==> src/rtl/que_rr_grant.sv <==
// -----------------------------------------------------------------------------
// que_rr_grant
// Round-robin grant controller for the queue arbitrator. In IDLE it scans the
// raw request vector starting at a registered pointer. It locks the first
// requester it finds as the grant, and holds that grant frozen in BUSY until
// the granted queue pulses i_done. An optional hold timeout (MAX_HOLD > 0)
// force-releases a grant so that the other queues still make progress.
//
// Ports:
//   i_clk           clock, all logic on the rising edge
//   i_rst           synchronous active-high reset
//   i_req           per-queue level-sensitive request
//   i_done          completion pulse from the granted queue (ignored in IDLE)
//   o_grant_vld     grant active
//   o_grant_sel     binary index of the granted queue (kept after release)
//   o_grant_onehot  one-hot of o_grant_sel while valid, else zero
//   o_timeout       one-cycle pulse when MAX_HOLD force-releases a grant
// -----------------------------------------------------------------------------
module que_rr_grant #(
   parameter int NUM_QUE  = 16,
   parameter int SELW     = $clog2(NUM_QUE),
   parameter int MAX_HOLD = 0
) (
   input  logic                i_clk,
   input  logic                i_rst,
   input  logic [NUM_QUE-1:0]  i_req,
   input  logic                i_done,
   output logic                o_grant_vld,
   output logic [SELW-1:0]     o_grant_sel,
   output logic [NUM_QUE-1:0]  o_grant_onehot,
   output logic                o_timeout
);

   localparam int HOLDW       = (MAX_HOLD > 0) ? $clog2(MAX_HOLD + 1) : 1;
   localparam int HOLD_LAST_I = (MAX_HOLD > 0) ? (MAX_HOLD - 1) : 0;
   localparam logic [HOLDW-1:0]   HOLD_LAST = HOLD_LAST_I[HOLDW-1:0];
   localparam logic [HOLDW-1:0]   HOLD_MAX  = {HOLDW{1'b1}};
   localparam logic [HOLDW-1:0]   HOLD_ONE  = HOLDW'(1'b1);
   localparam logic [SELW-1:0]    SEL_ONE   = SELW'(1'b1);
   localparam logic [NUM_QUE-1:0] OH_ONE    = NUM_QUE'(1'b1);

   typedef enum logic [0:0] {
      ST_IDLE = 1'b0,
      ST_BUSY = 1'b1
   } state_t;

   state_t               state_r,   state_n;
   logic [SELW-1:0]      ptr_r,     ptr_n;
   logic [HOLDW-1:0]     hold_cnt_r, hold_cnt_n;
   logic                 vld_r,     vld_n;
   logic [SELW-1:0]      sel_r,     sel_n;
   logic [NUM_QUE-1:0]   onehot_r,  onehot_n;
   logic                 timeout_r, timeout_n;

   logic                 pick_found_s;
   logic [SELW-1:0]      pick_idx_s;
   logic [SELW-1:0]      scan_idx_s;
   logic                 scan_hit_s;
   logic                 timeout_hit_s;

   // The timeout fires on the last permitted BUSY edge; it is constant-false when disabled.
   assign timeout_hit_s = (MAX_HOLD > 0) && (hold_cnt_r == HOLD_LAST);

   // Rotated priority scan: the first set request at ptr, ptr+1, ... wrapping mod NUM_QUE.
   always_comb begin
      pick_found_s = 1'b0;
      pick_idx_s   = {SELW{1'b0}};
      scan_idx_s   = {SELW{1'b0}};
      scan_hit_s   = 1'b0;
      for (int i = 0; i < NUM_QUE; i++) begin
         // SELW-bit addition wraps naturally because NUM_QUE is a power of two.
         scan_idx_s   = ptr_r + i[SELW-1:0];
         scan_hit_s   = !pick_found_s && i_req[scan_idx_s];
         pick_idx_s   = scan_hit_s ? scan_idx_s : pick_idx_s;
         pick_found_s = pick_found_s | scan_hit_s;
      end
   end

   // Next-state and next-output logic for the IDLE/BUSY grant FSM.
   always_comb begin
      state_n    = state_r;
      ptr_n      = ptr_r;
      hold_cnt_n = hold_cnt_r;
      vld_n      = vld_r;
      sel_n      = sel_r;
      onehot_n   = onehot_r;
      timeout_n  = 1'b0;
      case (state_r)
         ST_IDLE: begin
            if (pick_found_s) begin
               vld_n      = 1'b1;
               sel_n      = pick_idx_s;
               onehot_n   = OH_ONE << pick_idx_s;
               hold_cnt_n = {HOLDW{1'b0}};
               state_n    = ST_BUSY;
            end else begin
               state_n    = ST_IDLE;
            end
         end
         ST_BUSY: begin
            if (hold_cnt_r != HOLD_MAX) begin
               hold_cnt_n = hold_cnt_r + HOLD_ONE;
            end else begin
               hold_cnt_n = hold_cnt_r;
            end
            // i_done has priority over the timeout, so a coinciding completion
            // releases the grant without a timeout pulse.
            if (i_done || timeout_hit_s) begin
               vld_n     = 1'b0;
               onehot_n  = {NUM_QUE{1'b0}};
               ptr_n     = sel_r + SEL_ONE;
               state_n   = ST_IDLE;
               timeout_n = !i_done;
            end else begin
               state_n   = ST_BUSY;
            end
         end
         default: begin
            state_n  = ST_IDLE;
            vld_n    = 1'b0;
            onehot_n = {NUM_QUE{1'b0}};
         end
      endcase
   end

   // State and output registers with synchronous reset.
   always_ff @(posedge i_clk) begin
      if (i_rst) begin
         state_r    <= ST_IDLE;
         ptr_r      <= {SELW{1'b0}};
         hold_cnt_r <= {HOLDW{1'b0}};
         vld_r      <= 1'b0;
         sel_r      <= {SELW{1'b0}};
         onehot_r   <= {NUM_QUE{1'b0}};
         timeout_r  <= 1'b0;
      end else begin
         state_r    <= state_n;
         ptr_r      <= ptr_n;
         hold_cnt_r <= hold_cnt_n;
         vld_r      <= vld_n;
         sel_r      <= sel_n;
         onehot_r   <= onehot_n;
         timeout_r  <= timeout_n;
      end
   end

   assign o_grant_vld    = vld_r;
   assign o_grant_sel    = sel_r;
   assign o_grant_onehot = onehot_r;
   assign o_timeout      = timeout_r;

endmodule

==> config.mk <==
export PLATFORM = sky130hd
export DESIGN_NAME = que_rr_grant
export DESIGN_NICKNAME = d
export VERILOG_FILES = /design/src/rtl/que_rr_grant.sv
export SDC_FILE = /design/constraint.sdc
export NUM_CORES = 1
export LEC_CHECK = 0
export ABC_AREA = 1
export CAP_MARGIN = 20
export CORE_MARGIN = 4
export CORE_UTILIZATION = 45
export CTS_BUF_LIST = sky130_fd_sc_hd__clkbuf_4
export CTS_CLUSTER_DIAMETER = 120
export DETAILED_ROUTE_END_ITERATION = 12
export PLACE_DENSITY = 0.76
export SLEW_MARGIN = 20
export SYNTH_ARGS = -nofsm -noshare
export SYNTH_HDL_FRONTEND = slang
export SYNTH_SLANG_ARGS = --single-unit
==> constraint.sdc <==
create_clock -name i_clk -period 10.2 [get_ports i_clk]
set_input_delay 2.55 -clock i_clk [delete_from_list [all_inputs] [get_ports i_clk]]
set_output_delay 2.55 -clock i_clk [all_outputs]
set_load 0.01 [all_outputs]
Word-level counts from Yosys, hierarchy flattened
Cells that the tools add are included.
- register bits: 27
- output and inout port bits: 22
- word-level logic and storage cells: 150
- add/sub/neg operators: 16
- $lt $le $gt $ge: 16
- equal/unequal tests: 2
- shift-type cells: 1
- muxes and demuxes: 57
- bitwise operators: 17
- reductions and logical operators: 35
- operators by type and width (operator ; count):
    $lt A4 B5 Y1 const B ; 16
    $bmux W1 S4 ; 16
    $mux W4 ; 16
    $add A4 B4 Y4 const B ; 8
    $mux W16 ; 2
    $pmux W16 S2 ; 1
    $mux W1 ; 20
    $add A4 B3 Y4 const B ; 4
    $logic_not A1 Y1 ; 16
    $shl A1 B4 Y16 const A ; 1
    $logic_and A1 B1 Y1 ; 15
    $or A1 B1 Y1 ; 15
    $add A4 B1 Y4 const B ; 2
    $add A4 B2 Y4 const B ; 2
    $reduce_and A2 Y1 ; 3
    $ne A2 B2 Y1 const B ; 2
    $pmux W1 S2 ; 2
    $reduce_or A3 Y1 ; 1
    $not A1 Y1 ; 2

Logic depth before layout (Yosys ltp)
Gate-level depths: netlist of the first run.
- word-level depth: 50
- gate-level depth with buffers: 30

Least setup slack after synthesis of the first run
No wires, ideal clock.
- kind: input -> register
- start point: input i_req[11]
- end point: register onehot_r[8], in the netlist o_grant_onehot[8]
- setup time: 0.130 ns
- arrival time: 4.533 ns
- data required time: 10.070 ns
- path slack: 5.537 ns
- cell stages on the path: 22
- path buffers: 0
- cells stage by stage: nand2_1 > nand3_1 > nand3_1 > nand2_1 > nand2_2 > nand2_4 > inv_2 > nand4_4 > nor2_4 > nand4_2 > nor2_4 > nand4_4 > nor2_8 > nand2_1 > o21ai_0 > inv_1 > nand2_1 > nand2_1 > nand2_1 > nor2_1 > nand4_1 > a21oi_1
- word-level cells in the longest chain between the ends: 50
- elaborated cells between the ends (all ways): 98
- ends and longest elaborated chain (element ; line ; source):
    from (decl) ; 26 ; input logic [NUM_QUE-1:0] i_req,
    $bmux W1 S4 ; 73 ; scan_hit_s = !pick_found_s && i_req[scan_idx_s];
    $mux W1 (not written as such) ; 73 ;
    $logic_not A1 Y1 ; 73 ;
    $logic_and A1 B1 Y1 ; 73 ;
    $or A1 B1 Y1 ; 75 ; pick_found_s = pick_found_s | scan_hit_s;
    $logic_not A1 Y1 ; 73 ;
    $logic_and A1 B1 Y1 ; 73 ;
    $or A1 B1 Y1 ; 75 ;
    [34 not listed] ; -- ;
    $logic_and A1 B1 Y1 ; 73 ;
    $or A1 B1 Y1 ; 75 ;
    $logic_not A1 Y1 ; 73 ;
    $logic_and A1 B1 Y1 ; 73 ;
    $mux W4 ; 74 ; pick_idx_s = scan_hit_s ? scan_idx_s : pick_idx_s;
    $shl A1 B4 Y16 ; 93 ; onehot_n = OH_ONE << pick_idx_s;
    $mux W16 ; 90 ; if (pick_found_s) begin
    $pmux W16 S2 ; 88 ; case (state_r)
    to (signal assigned) ; 134 ; onehot_r <= {NUM_QUE{1'b0}};
    to (signal assigned) ; 142 ; onehot_r <= onehot_n;
    to (decl) ; 52 ; logic [NUM_QUE-1:0] onehot_r, onehot_n;
Parallel ways exist; a longest one is shown, timed or not. The select of a mux whose other input is x is not followed.
A chain may end at the register's enable or synchronous reset.

Worst setup path after layout of the first run
- start point: input i_req[14]
- end point: register onehot_r[8], in the netlist o_grant_onehot[8]
Same word-level chain as after synthesis.

==> flow_summary.yaml, run 1 <==
place:
  dpl_worst_slack_ns: 4.48
  gp_congestion: 0.946
  dp_cells: 658
  hpwl_um: 7590
  postPlaceCellArea_mm2: 0.00363
  port-buffer-count: 40
clock_tree:
  cts.repair.resized: 0
  cts_tree: "done"
  cts-hold-fix-buffers: 0
  clkSlewWorstSetupHoldPaths_ns: 0.16
  cts_root_buffer: "clkbuf_4"
  postCtsSetupBuffers: 0
  htreeDepth: 1
  cts_buffers: 3
  clock_path_buffers: 2
  worst_skew_pair.late_latency_ns: 0.33
  clock_sinks: 27
sta:
  setup_ws_ns: 4.70
  rsz0062_at_grt: "no"
  setup_violations: 0
  fin_crit_sh_pct: 53.9
  worstMarginPinSlew_ns: 0.918
  holdWs_ns: 0.480
  max_freq_mhz: 182
  fin_skew_ns: 0.0132
  fin_setup_tns_ns: 0
  slew_viol_final: 0
  hold_viol_final: 0
  relSlewSlack_pct: 38.7
  finalCriticalPeriod_ns: 5.50
worst_setup_path:
  worstSetupStartpoint: "i_req[14]"
  path_class: "in2reg"
  crit_end: "o_grant_onehot[8]"
  crit_required_ns: 10.45
  critPathMaxFanout: 8
  timing.rr.start: "ptr_r[1]"
  cp.arrival_ns: 5.75
  cp-start-kind: "input pin"
  rr_endpoint: "o_grant_onehot[8]"
  end_kind: "register"
  reg2reg_depth: 24
  rrSetupSlack_ns: 5.02
floorplan:
  fp.dieH_um: 92.6
  die_area_mm2: 0.00857
  io_pins: 41
  rows: 30
  die_w_um: 92.6
  core_area_mm2: 0.00687
  start_util_pct: 46.9
detailed_routing:
  ant_nets: 0
  drc: 0
  wl_met3_um: 662
  met1_length_um: 4430
  drt_iter0_drc: 323
  vias_per_cell: 5.56
  wl_per_cell_um: 14.6
  dr_total_vias: 3679
  dr.pass1.iters: 7
  dr.max_layer_used: "met4"
  route.met2.wl_um: 4510
  wl_um: 9700
cells_and_area:
  instances_no_fill: 662
  area_delta_synth_final_pct: 13.6
  diodes: 0
  fin_util_pct: 53.2
  layout-drive-gt1-share_pct: 13.3
  final_common_cell: "nand2_1"
  postLayoutCellArea_mm2: 0.00366
  final_cell_mix: "nand2_1, nand3_1, inv_1, clkdlybuf4s50_1, nor2_1"
  layout.nets: 594
synth:
  ys_seq_elements: 27
  yosys.area.top_type: "nand2_1"
  yosysUniqueCellTypes: 36
  synth.yosys.seq_area_share_pct: 16.8
  netlist_area_mm2: 0.00322
  yosys_warnings: 0
  syn_nets: 566
  yosys-top-cells-area: "nand2_1, dfxtp_1, nand3_1"
  synth_top_area_share_pct: 19.0
  syn_inst: 539
  avgSynthCellArea_um2: 5.98
pwr:
  p_leak_nw: 1.67
  cellPowerDensity_mw_per_mm2: 136
  total_power_mw: 0.496
  vdd_ir_drop_max_v: 0.000113
min_path:
  min_path_type: "reg2reg"
global_route:
  grt_max_degree: 25
  grt_pass1_vias: 3434
  grt_pass1_wl_um: 16300
  antenna_found_initial: 0
  track_usage_pct: 23.0
  grt_overflow: 0
flow_run:
  maxCapViolCount: 0
status:
  status: "finished, final reports clean"
## cells in the mapped netlist
| cell | count |
|---|---|
| xnor2_2 | 1 |
| inv_2 | 10 |
| o21ai_0 | 11 |
| nand4_2 | 2 |
| nor2_4 | 5 |
| xnor2_1 | 3 |
| nor2_2 | 11 |
| inv_1 | 40 |
| a21oi_2 | 2 |
| nand3_1 | 100 |
| dfxtp_1 | 27 |
| nand4_4 | 3 |
| xor2_2 | 3 |
| nor2_1 | 35 |
| conb_1 | 1 |
| nor3_2 | 2 |
| inv_6 | 1 |
| buf_2 | 7 |
| nand4_1 | 18 |
| or2_2 | 1 |
| o21a_1 | 2 |
| o21bai_1 | 2 |
| nor2_8 | 1 |
| xor2_1 | 6 |
| o211ai_1 | 2 |
| clkinv_1 | 2 |
| a21oi_1 | 25 |
| clkbuf_1 | 3 |
| nand2_4 | 5 |
| buf_4 | 3 |
| nand2_2 | 19 |
| ha_1 | 8 |
| o21ai_1 | 6 |
| nand3_2 | 5 |
| nand2_1 | 163 |
| buf_6 | 4 |
## area by class of cell
class                           instances  area [um^2]
Clock buffer                            3         22.5
Clock inverter                          1         7.51
Fill cell                             703         3210
Inverter                               53          204
Multi-Input combinational cell        442         2360
Sequential cell                        27          541
Tap cell                               96          120
Timing Repair Buffer                   40          400
## report_power, final
part / switching [mW] / leakage [nW] / internal, mW / total, mW
sequential: 0.0136 / 0.221 / 0.115 / 0.129
clock: 0.0329 / 0.0139 / 0.0150 / 0.0479
combinational: 0.219 / 1.43 / 0.100 / 0.319
## state kept, by name, indices dropped and copies added, names as in the netlist
signal	cells
state_r	1
o_grant_onehot	16
o_grant_sel	4
o_timeout	1
ptr_r	4
o_grant_vld	1
## layer usage
| layer | global-route usage, % | vias to the layer above |
|---|---|---|
| met3 | 1.71 | 12 |
| li1 | - | 1823 |
| met1 | 32.3 | 1691 |
| met4 | 5.20 | 0 |
| met5 | 0 | - |
| met2 | 38.2 | 153 |
## critical path, stage by stage
cell             delay [ns]
clkdlybuf4s50_1        0.51
nand2_1                0.08
nand3_1                0.16
nand3_1                0.11
nand3_1                0.20
nand2_4                0.12
nor2_2                 0.19
nand2_1                0.08
nand2_1                0.09
nand3_1                0.08
nor2_1                 0.12
nand2_1                0.06
nor2_1                 0.10
nand3_1                0.08
nor2_1                 0.13
nand3_1                0.09
nor2_1                 0.16
nand3_1                0.10
nor2_1                 0.20
nand2_1                0.14
nor2_1                 0.15
nand4_1                0.12
a21oi_1                0.14
## how the worst min path moves through the flow
stage	start	endpoint	depth (start not counted)
finish	o_grant_onehot[1]	o_grant_onehot[1]	2
global route	o_grant_onehot[0]	o_grant_onehot[0]	2
CTS	o_grant_onehot[1]	o_grant_onehot[1]	2
detailed placement	o_grant_onehot[8]	o_grant_onehot[8]	2
global placement	o_grant_onehot[2]	o_grant_onehot[2]	2
floorplan	state_r	state_r	2
## logic make-up after synthesis
logic type / Yosys count / share of synthesized area [%]
other cells: 1 / 0.116
flops: 27 / 16.8
xor+xnor: 13 / 4.47
simple gates: 370 / 57.2
buf+inv: 70 / 9.87
compound gates: 50 / 8.47
fa+ha+maj: 8 / 3.11
No activity file was read; power rests on OpenSTA's default activity.
==> inputs of run 2 (changes only) <==
==> constraint.sdc (replaced) <==
create_clock -name i_clk -period 5.15 [get_ports i_clk]
set_input_delay 1.2875 -clock i_clk [delete_from_list [all_inputs] [get_ports i_clk]]
set_output_delay 1.2875 -clock i_clk [all_outputs]
set_load 0.01 [all_outputs]
==> run 2 against run 1 <==
  * Sequential cell count unchanged
  * Sequential power up 88%
  * Clock skew up 0.0017 ns
  * Die area unchanged
  * Largest cell class unchanged
  * Clock-buffer cell count unchanged
  * Final cell count up 0.60%
  * Critical endpoint unchanged
  * Non-clock buffer count up 4
  * Clock power up 100%
  * First-iteration DRC count down 9.9%
  * Hold slack worse by 0.0063 ns
  * Utilization up 0.44 points
  * Largest power group unchanged
==> flow_summary.yaml, run 2 (synthesis results as in run 1) <==
sta:
  worstMarginPinSlew_ns: 0.888
  fin_setup_tns_ns: 0
  fin_crit_sh_pct: 82.1
  slew_viol_final: 0
  holdWs_ns: 0.474
  setup_violations: 0
  rsz0062_at_grt: "no"
  hold_viol_final: 0
  max_freq_mhz: 237
  finalCriticalPeriod_ns: 4.23
  fin_skew_ns: 0.0149
  relSlewSlack_pct: 40.6
floorplan:
  io_pins: 41
  core_area_mm2: 0.00687
  fp.dieH_um: 92.6
  die_area_mm2: 0.00857
  die_w_um: 92.6
  start_util_pct: 46.9
  rows: 30
worst_setup_path:
  end_kind: "register"
  cp-start-kind: "register"
  path_class: "reg2reg"
  max_stage_delay_ns: 0.48
  cp.arrival_ns: 4.50
  critical_path.slowest_cell: "inv_1"
  rrSetupSlack_ns: 0.92
  crit_required_ns: 5.42
  critPathMaxFanout: 20
  crit_top_cell: "nand3_1"
cells_and_area:
  diodes: 0
  largest_reg_flops: 16
  final_cell_mix: "nand2_1, nand3_1, inv_1, clkdlybuf4s50_1, nor2_1"
  layout.nets: 598
  layout-drive-gt1-share_pct: 13.9
  final_common_cell: "nand2_1"
  area_delta_synth_final_pct: 14.5
place:
  hpwl_um: 7480
  gp_congestion: 0.966
  port-buffer-count: 40
pwr:
  p_leak_nw: 1.69
  vdd_ir_drop_max_v: 0.000186
  cellPowerDensity_mw_per_mm2: 265
detailed_routing:
  dr.pass1.iters: 5
  drc: 0
  ant_nets: 0
  wl_um: 9400
  vias_per_cell: 5.55
  dr_total_vias: 3695
  drt_iter0_drc: 291
  wl_per_cell_um: 14.1
global_route:
  track_usage_pct: 22.6
  grt_pass1_wl_um: 16000
  grt_pass1_vias: 3400
  grt_max_degree: 24
  grt_overflow: 0
  antenna_found_initial: 0
status:
  status: "finished, final reports clean"
flow_run:
  maxCapViolCount: 0
clock_tree:
  clkSlewWorstSetupHoldPaths_ns: 0.16
  cts_root_buffer: "clkbuf_4"
  clock_path_buffers: 2
  postCtsSetupBuffers: 0
  htreeDepth: 1
  cts.repair.resized: 0
  cts_buffers: 3
  worst_skew_pair.late_latency_ns: 0.34
  clock_sinks: 27
  cts_tree: "done"
  cts-hold-fix-buffers: 0
min_path:
  min_path_type: "reg2reg"
[run 2: changes by cell type in the layout (fill, tap and decap cells not counted)]
cell	change
buf_4	+4
[run 2: worst max-delay path: cells and delay by family, from the launching register on]
family	cells	cell delay [ns]
AO/OA/AOI/OAI	1	0.16
adder cells (fa/ha/maj)	1	0.47
buffers and inverters	3	0.86
flip-flops	1	0.34
AND/OR/NAND/NOR	20	2.32
[run 2: report_power, final]
part,internal (mW),switching (mW),leakage [nW]
registers,0.228,0.0152,0.221
logic,0.201,0.437,1.45
clock network,0.0298,0.0659,0.0139
[run 2: worst paths after layout]
| kind | endpoint | cells after the start | start |
|---|---|---|---|
| setup / recovery | o_grant_onehot[8] | 25 | ptr_r[0] |
| hold / removal | o_grant_onehot[3] | 2 | o_grant_onehot[3] |
| setup reg to reg | o_grant_onehot[8] | 25 | ptr_r[0] |
| hold reg to reg | o_grant_onehot[3] | 2 | o_grant_onehot[3] |
[run 2: area by class of cell]
cell class / instances / area [um^2]
fill: 705 / 3180
multi-input combinational: 442 / 2360
sequential: 27 / 541
timing repair buffer: 44 / 430
inverter: 53 / 204
tap: 96 / 120
clock buffer: 3 / 22.5
clock inverter: 1 / 7.51
[run 2: per-layer routing]
layer	part of all wire (%)	GRT usage (%)	vias to the layer above	routed length (um)
met5	0	0	-	0
met4	1.3	5.69	0	120
met3	7.1	4.14	16	663
met2	46	36.9	168	4300
met1	46	30.6	1684	4320
li1	-	-	1827	-
[run 2: stage by stage]
| stage | setup WS, ns | instance area [um^2] | utilization (%) | std cells | power (mW) |
|---|---|---|---|---|---|
| finish | 0.922 | 3690 | 53.7 | 666 | 0.977 |
| floorplan | 1.75 | 3220 | - | 539 | 0.711 |
| global route | 0.528 | 3690 | 53.7 | 666 | 1.07 |
| detailed placement | 0.749 | 3660 | 53.2 | 662 | 0.872 |
| CTS | 1.01 | 3690 | 53.7 | 666 | 0.967 |
| global placement | 0.785 | 3660 | 53.2 | 662 | 0.862 |
==> inputs of run 3 (changes only) <==
--- a/config.mk
+++ b/config.mk
@@ -12,7 +12,7 @@
 export CTS_BUF_LIST = sky130_fd_sc_hd__clkbuf_4
 export CTS_CLUSTER_DIAMETER = 120
 export DETAILED_ROUTE_END_ITERATION = 12
-export PLACE_DENSITY = 0.76
+export PLACE_DENSITY = 0.79
 export SLEW_MARGIN = 20
 export SYNTH_ARGS = -nofsm -noshare
 export SYNTH_HDL_FRONTEND = slang
==> constraint.sdc (replaced) <==
create_clock -name i_clk -period 3.6 [get_ports i_clk]
set_input_delay 0.9 -clock i_clk [delete_from_list [all_inputs] [get_ports i_clk]]
set_output_delay 0.9 -clock i_clk [all_outputs]
set_load 0.01 [all_outputs]
==> run 3 against run 2 <==
  * Critical path depth decreased by 5
  * Sequential cell count unchanged
  * Critical path type unchanged
  * Sequential share of layout area decreased by 2.7 points
  * Die area is the same
  * Sequential power up 44%
  * Fmax up 23%
  * Cell area is 23% higher
  * Non-clock buffer count is 63 higher
  * Highest routed layer unchanged
  * Routed wire length rose by 16%
  * Via count up 9.4%
  * Worst setup slack got worse by 0.77 ns
  * Critical endpoint unchanged
==> flow_summary.yaml, run 3 (synthesis results as in run 1) <==
cells_and_area:
  final_common_cell: "nand2_1"
  area_delta_synth_final_pct: 41.1
  multi_input_area_mm2: 0.00265
  final_cell_mix: "nand2_1, nand3_1, buf_4"
  ff_latch_area_um2: 546
  largest_reg_flops: 16
  layout-drive-gt1-share_pct: 30.0
  diodes: 0
  fillCellCount: 585
  layout.nets: 662
place:
  gp_congestion: 0.988
  dpl_worst_slack_ns: -0.253
  hpwl_um: 8140
  port-buffer-count: 40
worst_setup_path:
  path_class: "reg2reg"
  critical_path.slowest_cell: "xor2_2"
  cp_num_buf_inv: 2
  critPathMaxFanout: 6
  crit_required_ns: 3.88
  worstPathCellList: "ha_1, xor2_2, nand3_2, nand3_2, nand2_4, buf_4, buf_4, nand3_1, nand3_1, nand2_1, nand4_1, o21ai_1, nand3_1, o21ai_1, nand2_1, nand2_1, nand2_2, nor2_1, nand4_1, a21oi_1"
  end_kind: "register"
  max_stage_delay_ns: 0.47
  critical-path-top-delay-family: "simple AND/OR/NAND/NOR gates"
  cp.arrival_ns: 3.73
  cp-start-kind: "register"
clock_tree:
  clock_sinks: 27
  cts_buffers: 3
  cts_tree: "done"
  worst_skew_pair.late_latency_ns: 0.33
  cts_root_buffer: "clkbuf_4"
  clkSlewWorstSetupHoldPaths_ns: 0.16
  clock_path_buffers: 2
  htreeDepth: 1
detailed_routing:
  wl_per_cell_um: 15.0
  dr_total_vias: 4044
  drc: 0
  dr.pass1.iters: 5
  drt_iter0_drc: 382
  ant_nets: 0
  wl_um: 10900
  vias_per_cell: 5.54
global_route:
  antenna_found_initial: 0
  grt_pass1_wl_um: 16700
  busiest_layer: "met2"
  grt_max_degree: 20
  grt_use_met2_pct: 39.9
  grt_pass1_vias: 3637
  met3_usage_pct: 3.01
  grt_overflow: 0
  track_usage_pct: 23.6
  globalRouteMet1Util_pct: 31.6
floorplan:
  die_w_um: 92.6
  rows: 30
  start_util_pct: 46.9
  die_area_mm2: 0.00857
  fp.dieH_um: 92.6
  core_area_mm2: 0.00687
  io_pins: 41
status:
  status: "finished, final reports clean"
sta:
  fin_skew_ns: 0.0160
  setup_violations: 0
  fin_setup_tns_ns: 0
  slew_viol_final: 0
  setup_ws_ns: 0.151
  finalCriticalPeriod_ns: 3.45
  fin_crit_sh_pct: 95.8
  max_freq_mhz: 290
  relSlewSlack_pct: 64.0
  worstMarginPinSlew_ns: 0.539
  hold_viol_final: 0
pwr:
  swShare_pct: 51.2
  comb_power_share_pct: 71.9
  total_power_mw: 1.73
  p_leak_nw: 2.21
  clockPowerShare_pct: 7.8
  cellPowerDensity_mw_per_mm2: 380
  seq_power_share_pct: 20.3
  p_sw_mw: 0.884
  vdd_ir_drop_max_v: 0.000379
  p_int_mw: 0.842
flow_run:
  maxCapViolCount: 0
min_path:
  min_path_type: "reg2reg"
==> run 3: cell count changes in the layout (fill, tap and decap cells not counted), sizes merged <==
cell / delta
buf: +63
clkdlybuf4s50: -16
dlymetal6s2s: +16
clkinvlp: +2
clkinv: -1
==> run 3: through the flow <==
| stage | cell area [um^2] | hold WS (ns) | util, % | instances |
|---|---|---|---|---|
| 6_report | 4550 | 0.473 | 66.2 | 730 |
| 4_1_cts | 4110 | 0.476 | 59.8 | 719 |
| 3_5_place_dp | 4080 | 0.454 | 59.4 | 715 |
| 2_1_floorplan | 3220 | 0.454 | - | 539 |
| 5_1_grt | 4550 | 0.498 | 66.2 | 730 |
| 3_3_place_gp | 4080 | 0.453 | 59.4 | 715 |
==> run 3: timing repair <==
action / in CTS / in global routing
hold buffers: 0 / 0
endpoints found under the hold margin: 0 / 0
gates resized for setup: 0 / 89
buffers inserted: 0 / 10
setup endpoints to repair: 0 / 21
==> run 3: final timing paths <==
| check | start | end | slack (ns) | depth (start not counted) |
|---|---|---|---|---|
| worst min-delay path | o_grant_onehot[15] | o_grant_onehot[15] | 0.47 | 2 |
| worst max register to register | ptr_r[0] | o_grant_onehot[8] | 0.15 | 20 |
| worst max-delay path | ptr_r[0] | o_grant_onehot[8] | 0.15 | 20 |
| worst min register to register | o_grant_onehot[15] | o_grant_onehot[15] | 0.47 | 2 |
==> run 3: power by group through the flow <==
| stage | Sequential, mW | Combinational, mW | Clock [mW] |
|---|---|---|---|
| 6_report | 0.350 | 1.24 | 0.135 |
| 5_1_grt | 0.355 | 1.34 | 0.151 |
| 4_1_cts | 0.351 | 1.05 | 0.141 |
| 3_5_place_dp | 0.357 | 1.05 | 0 |
| 3_3_place_gp | 0.355 | 1.03 | 0 |
| 2_1_floorplan | 0.362 | 0.655 | 0 |
==> run 3: worst reg2reg max path, cell delays in order, from the launching register on <==
cell and delay (ns):
dfxtp_1 0.42, ha_1 0.27, xor2_2 0.47, nand3_2 0.16, nand3_2 0.15, nand2_4 0.09, buf_4 0.14, buf_4 0.12
nand3_1 0.10, nand3_1 0.09, nand2_1 0.07, nand4_1 0.13, o21ai_1 0.17, nand3_1 0.10, o21ai_1 0.15, nand2_1 0.08
nand2_1 0.09, nand2_2 0.13, nor2_1 0.21, nand4_1 0.13, a21oi_1 0.14
==> run 3: area by class of cell <==
type | instances | area share, %
Clock buffer | 3 | 0.495
Timing Repair inverter | 1 | 0.110
Sequential cell | 27 | 12.0
Multi-Input combinational cell | 442 | 58.3
Inverter | 53 | 4.62
Timing Repair Buffer | 107 | 21.6
Tap cell | 96 | 2.64
Clock inverter | 1 | 0.165
==> run 3: routing by layer <==
metal / share of wire, % / vias to the layer above
li1: - / 1960
met1: 41 / 1837
met2: 48 / 213
met3: 8.3 / 34
met4: 2.7 / 0
met5: 0 / -
